<file path="config.mk">
export PLATFORM = sky130hd
export DESIGN_NAME = rcrc_edge_reg
export DESIGN_NICKNAME = d
export VERILOG_FILES = /design/src/rtl/rcrc_edge_reg.sv
export SDC_FILE = /design/constraint.sdc
export NUM_CORES = 1
export LEC_CHECK = 0
export BUFFER_PORTS_ARGS = -buffer_cell sky130_fd_sc_hd__buf_2
export CORE_ASPECT_RATIO = 0.6
export CORE_MARGIN = 1
export CORE_UTILIZATION = 35
export CTS_CLUSTER_DIAMETER = 150
export CTS_CLUSTER_SIZE = 12
export DETAILED_ROUTE_END_ITERATION = 16
export SLEW_MARGIN = 20
export SYNTH_ARGS = -nofsm -noshare
export SYNTH_HDL_FRONTEND = slang
export SYNTH_SLANG_ARGS = --single-unit
</file>
<file path="constraint.sdc">
create_clock -name clock -period 3.91 [get_ports clock]
set_clock_uncertainty 0.05 [all_clocks]
set_input_delay 0.9775 -clock clock [delete_from_list [all_inputs] [get_ports clock]]
set_output_delay 0.9775 -clock clock [all_outputs]
set_load 0.005 [all_outputs]
</file>
<file path="src/rtl/rcrc_edge_reg.sv">
// Serial CRC register for the CAN bit-stream path: WIDTH-bit LFSR stepped once per
// rising edge of the bit strobe, with divide/shift-out modes, clear, zero flag and step counter.
module rcrc_edge_reg #(
    parameter int               WIDTH = 15,
    parameter logic [WIDTH-1:0] POLY  = 15'h4599,
    parameter int               CNTW  = 7
) (
    input  logic             clock,
    input  logic             reset,
    input  logic             enable,
    input  logic             bitin,
    input  logic             mode,
    input  logic             clear,
    output logic [WIDTH-1:0] crc,
    output logic             crc_zero,
    output logic             serout,
    output logic [CNTW-1:0]  step_cnt,
    output logic             step_done
);

    logic [WIDTH-1:0] crc_q, crc_d;
    logic [CNTW-1:0]  cnt_q, cnt_d;
    logic             done_q, done_d;
    logic             edge_q, edge_d;
    logic             step;
    logic [WIDTH-1:0] shifted;

    // The edge flag tracks the strobe level, so a strobe held high yields a single step.
    // It keeps updating under clear, which is what consumes an edge discarded by clear.
    always_comb begin
        step    = enable & ~edge_q;
        edge_d  = edge_q;
        shifted = {crc_q[WIDTH-2:0], 1'b0};
        crc_d   = crc_q;
        cnt_d   = cnt_q;
        done_d  = 1'b0;

        if (step) begin
            edge_d = 1'b1;
        end else if (!enable) begin
            edge_d = 1'b0;
        end

        if (clear) begin
            crc_d = '0;
            cnt_d = '0;
        end else if (step) begin
            if (!mode && (bitin ^ crc_q[WIDTH-1])) begin
                crc_d = shifted ^ POLY;
            end else begin
                crc_d = shifted;
            end
            if (cnt_q != {CNTW{1'b1}}) begin
                cnt_d = cnt_q + {{(CNTW-1){1'b0}}, 1'b1};
            end
            done_d = 1'b1;
        end
    end

    always_ff @(posedge clock) begin
        if (!reset) begin
            crc_q  <= '0;
            cnt_q  <= '0;
            done_q <= 1'b0;
            edge_q <= 1'b0;
        end else begin
            crc_q  <= crc_d;
            cnt_q  <= cnt_d;
            done_q <= done_d;
            edge_q <= edge_d;
        end
    end

    assign crc       = crc_q;
    assign crc_zero  = (crc_q == '0);
    assign serout    = crc_q[WIDTH-1];
    assign step_cnt  = cnt_q;
    assign step_done = done_q;

endmodule

</file>
==> impl_metrics.toml <==
[worst_setup_path]
path_cells = "nor4_1, and4_1, buf_2"
critPathMaxStageDelay_ns = 0.38
critPathRequiredTime_ns = 2.88
slowest_stage = "nor4_1"
crit_path_start = "crc[7]"
crit_path_start_kind = "flip-flop"
crit_fanout = 5
critPathBufInv = 1
r2r-start = "crc[14]"
endpoint_kind = "primary output"
criticalPathCategory = "reg2out"
critPathArrivalTime_ns = 1.33
worst_path_dominant_cell_family = "simple AND/OR/NAND/NOR gates"

[worst_hold_path]
worstHoldStart = "step_cnt[6]"
hp-class = "reg2reg"

[clock_network]
clk_latency_ns = 0.27
cts_hold_buf = 0
cts_setup_buffers = 0
htree_levels = 1
clk_pin_slew_ns = 0.08
cts_root_buf = "clkbuf_8"
post_cts_resized = 0
cts_made_buffers = 3
cts_buffer_depth = 2
cts_tree = "built"
clock_sinks = 24

[timing]
slew_violations = 0
setup_viol = 0
finalHoldViolCount = 0
finalSetupTns_ns = 0
fin_crit_ns = 2.35
worst_slew_pin_slew_ns = 0.861
max-slew-margin-rel_pct = 42.2
rsz0062_at_grt = "false"
post-route-period-util_pct = 60.2
timing.fmax_mhz = 425

[power_and_ir_drop]
power_per_cell_area_mw_per_mm2 = 350
power_frac_seq_pct = 55.4
combPwrFrac_pct = 7.1
p_sw_share_pct = 22.8
clkPwrFrac_pct = 37.5
p_switching_uw = 103
leakage_nw = 0.514
vdd_drop_max_uv = 234
p_int_uw = 349
p_total_uw = 452

[logic_synthesis]
synth_warnings = 0
ys_seq_area_share_pct = 44.3
synth_edf_count = 0
synth_top_family_by_area = "simple AND/OR/NAND/NOR gates"
async_flop_share_pct = 0
ys.flop_type = "dfxtp_1"
synthTopCellsByArea = "dfxtp_1, nand2_1, nand3_1"
ys_ff_latch = 24
syn_inst = 124
synth.avg_cell_area_um2 = 8.74
synthAdderAreaFrac_pct = 1.15
synth_common_cells = "dfxtp_1, nand2_1, nand3_1"
synth_nets = 131
synth-compound-area-share_pct = 17.4
synth_xor_xnor_area_share_pct = 0.808
synthMuxAreaShare_pct = 0.924
yosysMostFrequentCell = "dfxtp_1"
synth_largest_type_area_fraction_pct = 44.3
yosysUniqueCellTypes = 34
netlist_area_mm2 = 0.00108
yosys.area_share.simple_pct = 29.9
synth_area_leader_cell = "dfxtp_1"

[finish]
n_fill_cell = 295
multi_input_area_um2 = 544
antennaDiodeCount = 0
drive_above_1_share_pct = 24.3
areaGrowthSynthToFinish_pct = 19.1
seq_area_um2 = 480
fin_util_pct = 44.3
design_area_mm2 = 0.00129
fin_nets = 156
fin_cells = 190

[floorplanning]
die_area_mm2 = 0.00333
pin_count = 31
core_area_mm2 = 0.00291
initial_core_util_pct = 37.2
die_x_um = 73.8
row_count = 15
die_h_um = 45.1

[placed_design]
placed_cell_area_mm2 = 0.00123
place.gp.congestion = 0.772
io_buffers = 30
dpl.hpwl_mm = 1.87
dpl.cell_count = 186

[global_routing]
grt_pass1_wl_mm = 4.13
grt.overflow.total = 0
grt_pass1_vias = 830
antenna_found_initial = 0
grt_max_degree = 20
grt.total_usage_pct = 16.9

[drt]
num_vias = 1003
routed_wl_mm = 2.55
ant_nets = 0
viasPerCell = 5.28
drt-initial-drc-count = 86
drt_pass1_iterations = 4
wl_per_cell_um = 13.4
drcViolationCount = 0

[job]
maxCapViolations = 0

[status]
status = "complete, no violations"
## sequential cells by signal (all words and copies together), names as in the netlist
signal and flops:
crc 15, step_cnt 7, edge_q 1, step_done 1
## metrics by stage
step | setup slack, ns | hold slack (ns)
5_1_grt | 1.47 | 0.473
4_1_cts | 1.57 | 0.446
6_report | 1.56 | 0.444
3_5_place_dp | 1.64 | 0.431
3_3_place_gp | 1.68 | 0.427
2_1_floorplan | 1.88 | 0.423
## layout by cell type, fill, tap and decap left out, drive strengths merged
| master | instances |
|---|---|
| o41ai | 1 |
| or4b | 6 |
| nor2b | 1 |
| buf | 30 |
| xnor2 | 1 |
| o211ai | 6 |
| and4 | 1 |
| nand2 | 21 |
| nor3 | 1 |
| a211oi | 4 |
| dfxtp | 24 |
| nand3 | 13 |
| o21ai | 1 |
| clkbuf | 4 |
| and2b | 1 |
| a41oi | 2 |
| nand2b | 2 |
| nor2 | 1 |
| nand4b | 1 |
| a2111o | 1 |
| nor4 | 4 |
| mux2i | 1 |
| a21oi | 11 |
| o21bai | 1 |
| or3 | 1 |
| ha | 1 |
| and2 | 1 |
| and4bb | 1 |
| o311ai | 1 |
| inv | 2 |
| and3 | 2 |
## metal layers
metal	global-route usage [%]	vias up	part of all wire, %
met4	2.31	0	0
met3	5.80	0	4.6
met1	25.9	475	55
met5	0	-	0
met2	22.9	21	41
li1	-	507	-
## power by group through the flow
| stage | Clock (mW) | Sequential (mW) | Combinational, mW |
|---|---|---|---|
| final | 0.169 | 0.250 | 0.0321 |
| after global placement | 0 | 0.256 | 0.0312 |
| after floorplan | 0 | 0.256 | 0.0225 |
| after global routing | 0.184 | 0.251 | 0.0360 |
| after CTS | 0.170 | 0.251 | 0.0324 |
| after detailed placement | 0 | 0.256 | 0.0323 |
## logic make-up after synthesis
logic type               count (synthesis)
XOR/XNOR                                 1
multiplexers                             1
adder cells (fa/ha/maj)                  1
buffers and inverters                   12
AND/OR/NAND/NOR                         57
AO/OA/AOI/OAI                           28
flip-flops                              24
## final timing paths
| path | endpoint | slack, ns | cells after the start |
|---|---|---|---|
| worst min register to register | step_cnt[6] | 0.44 | 2 |
| worst min-delay path | step_cnt[6] | 0.44 | 2 |
| worst max register to register | crc[7] | 2.37 | 3 |
| worst max-delay path | crc_zero | 1.56 | 3 |
## worst min-delay path: stages, from the launching register on
cell and delay, ns:
dfxtp_1 0.35, a41oi_1 0.05, nor2_1 0.07
## cell type report
type                            instances  share of cell area, %
Tap cell                               42                   4.07
Inverter                                2                  0.582
Timing Repair Buffer                   30                   11.6
Clock buffer                            4                   4.27
Sequential cell                        24                   37.2
Multi-Input combinational cell         88                   42.2
Note: power is estimated with default switching activity, not from simulation.
